$ cat src/rtl/alu8_issue_ctrl.sv
// alu8_issue_ctrl: issues one instruction at a time to an external
// combinational ALU. Operands come from a 4-entry register file, and the
// result is written back and returned on a valid/ready response channel.
module alu8_issue_ctrl #(
  parameter int unsigned WIDTH = 8
) (
  input  logic             clk,
  input  logic             rst,
  // instruction channel
  input  logic             in_valid,
  output logic             in_ready,
  input  logic [3:0]       in_op,
  input  logic [1:0]       in_rd,
  input  logic [1:0]       in_ra,
  input  logic [1:0]       in_rb,
  input  logic [2:0]       in_shamt,
  // host register-file write port
  input  logic             wr_en,
  input  logic [1:0]       wr_addr,
  input  logic [WIDTH-1:0] wr_data,
  // external ALU
  output logic [WIDTH-1:0] alu_a,
  output logic [WIDTH-1:0] alu_b,
  output logic [3:0]       alu_op,
  output logic [2:0]       alu_shamt,
  input  logic [WIDTH-1:0] alu_y,
  input  logic             alu_z,
  input  logic             alu_c,
  input  logic             alu_n,
  input  logic             alu_v,
  // response channel
  output logic             res_valid,
  input  logic             res_ready,
  output logic [WIDTH-1:0] res_data,
  output logic [3:0]       res_flags,
  // status
  output logic             err,
  output logic [3:0]       flags
);

  typedef enum logic [1:0] {
    IDLE = 2'd0,
    EXEC = 2'd1,
    RESP = 2'd2
  } state_t;

  state_t           r_state;
  state_t           w_state_nxt;

  logic [3:0]       r_op;
  logic [1:0]       r_rd;
  logic [1:0]       r_ra;
  logic [1:0]       r_rb;
  logic [2:0]       r_shamt;

  logic [WIDTH-1:0] r_regs [4];
  logic [3:0]       r_flags;
  logic [WIDTH-1:0] r_res_data;
  logic [3:0]       r_res_flags;
  logic             r_err;

  logic             w_exec;
  logic             w_legal;
  logic             w_accept;
  logic             w_wb;
  logic [3:0]       w_alu_flags;

  assign w_exec      = (r_state == EXEC);
  assign w_legal     = (r_op <= 4'hC);
  assign w_accept    = in_valid && in_ready;
  assign w_wb        = w_exec && w_legal;
  assign w_alu_flags = {alu_z, alu_c, alu_n, alu_v};

  // State register
  always_ff @(posedge clk) begin
    if (rst) r_state <= IDLE;
    else     r_state <= w_state_nxt;
  end

  // Next-state logic
  always_comb begin
    w_state_nxt = r_state;
    unique case (r_state)
      IDLE: if (in_valid)  w_state_nxt = EXEC;
      EXEC: w_state_nxt = w_legal ? RESP : IDLE;
      RESP: if (res_ready) w_state_nxt = IDLE;
      default: w_state_nxt = IDLE;
    endcase
  end

  // Instruction register, captured on accept
  always_ff @(posedge clk) begin
    if (rst) begin
      r_op    <= '0;
      r_rd    <= '0;
      r_ra    <= '0;
      r_rb    <= '0;
      r_shamt <= '0;
    end else if (w_accept) begin
      r_op    <= in_op;
      r_rd    <= in_rd;
      r_ra    <= in_ra;
      r_rb    <= in_rb;
      r_shamt <= in_shamt;
    end
  end

  // Register file: the EXEC writeback is assigned last so it wins a same-index collision
  always_ff @(posedge clk) begin
    if (rst) begin
      r_regs <= '{default: '0};
    end else begin
      if (wr_en) r_regs[wr_addr] <= wr_data;
      if (w_wb)  r_regs[r_rd]    <= alu_y;
    end
  end

  // Flags, response payload and illegal-opcode pulse
  always_ff @(posedge clk) begin
    if (rst) begin
      r_flags     <= '0;
      r_res_data  <= '0;
      r_res_flags <= '0;
      r_err       <= 1'b0;
    end else begin
      r_err <= w_exec && !w_legal;
      if (w_wb) begin
        r_flags     <= w_alu_flags;
        r_res_flags <= w_alu_flags;
        r_res_data  <= alu_y;
      end
    end
  end

  // ALU drive, forced to zero outside EXEC
  always_comb begin
    alu_a     = '0;
    alu_b     = '0;
    alu_op    = '0;
    alu_shamt = '0;
    if (w_exec) begin
      alu_a     = r_regs[r_ra];
      alu_b     = r_regs[r_rb];
      alu_op    = r_op;
      alu_shamt = r_shamt;
    end
  end

  assign in_ready  = (r_state == IDLE) && !rst;
  assign res_valid = (r_state == RESP);
  assign res_data  = r_res_data;
  assign res_flags = r_res_flags;
  assign err       = r_err;
  assign flags     = r_flags;

endmodule

$ cat config.mk
export PLATFORM = sky130hd
export DESIGN_NAME = alu8_issue_ctrl
export DESIGN_NICKNAME = d
export VERILOG_FILES = /design/src/rtl/alu8_issue_ctrl.sv
export SDC_FILE = /design/constraint.sdc
export NUM_CORES = 1
export LEC_CHECK = 0
export ABC_AREA = 1
export BUFFER_PORTS_ARGS = -buffer_cell sky130_fd_sc_hd__buf_2
export CELL_PAD_IN_SITES_DETAIL_PLACEMENT = 1
export CELL_PAD_IN_SITES_GLOBAL_PLACEMENT = 1
export CORE_AREA = 3 3 101 103
export CTS_CLUSTER_SIZE = 28
export DETAILED_ROUTE_END_ITERATION = 6
export DIE_AREA = 0 0 104 106
export PLACE_DENSITY = 0.85
export SYNTH_ARGS = -nofsm -noshare
export SYNTH_HDL_FRONTEND = slang
export SYNTH_SLANG_ARGS = --single-unit
$ cat constraint.sdc
create_clock -name clk -period 1.3 [get_ports clk]
set_input_delay 0.13 -clock clk [delete_from_list [all_inputs] [get_ports clk]]
set_output_delay 0.13 -clock clk [all_outputs]
set_load 0.005 [all_outputs]
==> summary.md <==
| Metric | Value |
|---|---|
| Worst setup margin | `-278.4 ps` |
| Hold Crit Class | `primary input to flop` |
| WHS Path Cells | `3` |
| Max capacitance violation total | `0` |
| Synth Area in XOR/XNOR | `0` |
| First-pass GRT wire length | `24.47 mm` |
| Initial Utilization | `0.3728` |
| Worst Hold Launch | `in_rd[0]` |
| Synth Instances | `541` |
| Syn Area/Cell | `6.397 µm²` |
| Hold Path Sink | `r_rd[0]$_SDFFE_PP0P_` |
| Mux contribution to synthesized area | `0` |
| Critical Path AT | `1450 ps` |
| Die W | `104 µm` |
| CP Capture Type | `output pin` |
| H-tree Lvls | `3` |
| Largest stage delay, worst path | `380 ps` |
| Layout area overhead | `55.13%` |
| Core Region | `9284 µm²` |
| FF+latch count, synth | `60` |
| Largest family of logic cells by synthesized area | `simple AND/OR/NAND/NOR gates` |
| Crit path kind | `flop to output pin` |
| Most frequent cells after synthesis | `164 x nand2_1, 74 x nor2_1, 60 x dfxtp_1` |
| Final hold violations | `0` |
| WL final | `20.65 mm` |
| Ports | `82` |
| TritonRoute pass-1 iters | `7` |
| Largest net degree at the start of global routing | `34` |
| ANT nets after route | `0` |
| Initial antenna violation count | `0` |
| Most used DFF post-synth | `dfxtp_1` |
| Worst path required time | `1170 ps` |
| Crit path cell chain | `inv_1, a21oi_4, o21ai_2, a21oi_2, buf_2` |
| DRC | `2` |
| Clock transition at the registers of the reported paths | `90 ps` |
| CP max-delay cell | `dfxtp_1` |
| Static leakage | `2.320 nW` |
| Max VDD drop | `660.5 µV` |
| Failing checks | `DRC, setup timing` |
| Clock Path Buffers | `2` |
| Nets@finish | `681` |
| Clk_lat worst skew | `370 ps` |
| Status | `complete, but fails checks` |
| Synth Warn # | `0` |
| Sequential fraction of the synthesis area | `0.3471` |
| FFs w/ async S/R, synth | `0` |
| DP Area | `4056 µm²` |
| Vias in the first global route | `4414` |
| GPL Wtd Cong | `0.8824` |
| Post-Syn Nets | `581` |
| Cells after DPL | `735` |
| Synthesized area | `3461 µm²` |
| Delay-heaviest family, CP | `compound AO/OA/AOI/OAI gates` |
| Period Utilization, post-route | `1.214` |
| Worst Tran Pin Value | `475.6 ps` |
| Pins Over Slew Limit | `0` |
| Die area | `11020 µm²` |
| Final min period | `1578 ps` |
| Synth Area in Adders | `0` |
| Antenna diode count | `0` |
| Most frequent cell after synthesis | `nand2_1` |
| Compound-Gate Fraction of Synth Area | `0.1417` |
| Post-synth top area cell | `dfxtp_1` |
| Non-Filler Instances | `774` |
| Flop-to-flop setup slack | `-180 ps` |
| Finished Cell Area | `5369 µm²` |
| Synth top area cells | `dfxtp_1 35%, nand2_1 18%, a21oi_1 8.4%` |
| CTS Root Cell | `clkbuf_8` |
| Layout cells sized above 1 | `0.4884` |
| Row count | `35` |
| Clk sink count | `60` |
| Post-synth EDFFs | `0` |
| Total CTS buffers | `9` |
| P per Cell Area | `1004 nW/µm²` |
| Setup-failing EPs final | `83` |
| Relative slew slack | `0.6820` |
| Dpl hpwl | `9.076 mm` |
| CTS tree | `built` |
| Total grt overflow | `0` |
| Post-synth top area share | `0.3471` |
| Vias per cell | `6.262` |
| Vias | `4847` |
| Die height | `106 µm` |
| Gr usage total | `0.2794` |
| Buf/Inv on CP | `2` |
| IO buf count | `81` |
| F_max | `633.5 MHz` |
| Critical Path Source Type | `flop` |
| RSZ-0062 raised after global routing | `true` |
| Synth cell types | `21` |
| Footprint of the multi-input gates | `2610 µm²` |
| Worst flop-to-flop path startpoint | `r_op[0]$_SDFFE_PP0P_` |
| Setup Skew | `18.60 ps` |
| Simple-gate share of the synthesized area | `0.3923` |
| Setup crit start | `r_regs[16]$_SDFF_PP0_` |
| Drt initial violations | `551` |
| Worst-path maximum fanout | `2` |
| Area occupied by registers | `1215 µm²` |
| Worst reg2reg endpoint | `r_regs[30]$_SDFF_PP0_` |
| Reg2Reg Depth | `6` |
| Routed length per instance | `26.68 µm` |
| Post-layout power | `5.388 mW` |
| Setup WS pre-CTS | `-78.91 ps` |
| FILL cells | `1170` |
power breakdown:
| group | switching [mW] | internal [mW] | leakage, nW |
|---|---|---|---|
| sequential | 0.117 | 1.93 | 0.492 |
| combinational | 0.811 | 0.495 | 1.72 |
| clock | 0.864 | 1.17 | 0.111 |
worst register-to-register path, delay by kind of cell, from the launching register on:
kind / cells / cell delay (ps)
buffers and inverters: 1 / 170
DFF: 1 / 330
and+or+nand+nor: 5 / 850
repair_timing:
item / 4_1_cts / 5_1_grt
endpoints found under the setup margin: 53 / 74
gates resized for setup: 52 / 184
gates cloned: 8 / 5
pin swaps: 11 / 38
buffers inserted: 5 / 8
hold buffers: 0 / 0
metal layers:
metal  wire (µm)  vias up  global-route usage
met1        7555     2330              0.3406
met4        1411        0              0.1377
met5           0        -                   0
met2        9637      405              0.4615
met3        2043      147             0.06800
li1            -     1965                   -
state kept, by name (all words and copies together), names as in the netlist:
register / cells
res_data: 8
r_regs: 32
r_state: 2
err: 1
r_shamt: 3
r_rb: 2
r_rd: 2
r_ra: 2
r_op: 4
res_flags: 4
stage by stage:
stage / setup TNS (ps) / util / hold WS, ps
floorplan: 0 / - / 264.9
global placement: 0 / 0.4369 / 386.8
detailed placement: -609.2 / 0.4369 / 395.2
CTS: -4117 / 0.4958 / 8.873
global route: -14280 / 0.5783 / 11.02
finish: -10670 / 0.5783 / 9.764
cell usage in the layout (no fill, tap or decap), types with 2 or more instances in the layout:
| cell | instances |
|---|---|
| inv_1 | 42 |
| inv_2 | 5 |
| nand3_4 | 6 |
| clkbuf_16 | 2 |
| buf_16 | 3 |
| nor2_2 | 20 |
| dfxtp_4 | 3 |
| buf_12 | 9 |
| nand2_1 | 117 |
| o211ai_1 | 16 |
| nand4_1 | 24 |
| buf_4 | 14 |
| nand3b_4 | 4 |
| a21oi_1 | 14 |
| o21ai_2 | 6 |
| o21ai_0 | 2 |
| dfxtp_2 | 2 |
| nand3_2 | 23 |
| nand2_8 | 5 |
| nand2_2 | 40 |
| buf_6 | 10 |
| o21ai_1 | 8 |
| dfxtp_1 | 55 |
| a21oi_4 | 4 |
| clkinv_2 | 2 |
| nand2_4 | 6 |
| clkbuf_8 | 11 |
| buf_2 | 81 |
| a21oi_2 | 40 |
| nand3_1 | 7 |
| nor2_1 | 44 |
| bufinv_16 | 2 |
| nor2_4 | 10 |
final cells by class:
cell class                      instances  share of cell area
Clock inverter                          4             0.01352
Inverter                               50             0.03775
Timing Repair inverter                  1           0.0009322
Multi-Input combinational cell        399              0.4861
Sequential cell                        60              0.2263
Timing Repair Buffer                  120              0.1771
Clock buffer                           11             0.02820
Tap cell                              129             0.03006
logic make-up (layout without fill, tap and decap cells):
kind of cell           after synthesis  in the layout
DFF                                 60             60
buffers and inverters               88            186
AOI/OAI and AO/OA                   90             90
and+or+nand+nor                    303            309
how the worst max path moves through the flow:
stage	endpoint	depth (start not counted)
2_1_floorplan	alu_a[4]	5
3_3_place_gp	r_op[3]$_SDFFE_PP0P_	6
3_5_place_dp	res_flags[1]$_SDFFE_PP0N_	6
4_1_cts	alu_b[5]	5
5_1_grt	alu_a[0]	5
6_report	alu_a[0]	5
(Power assumes the default switching activity.)
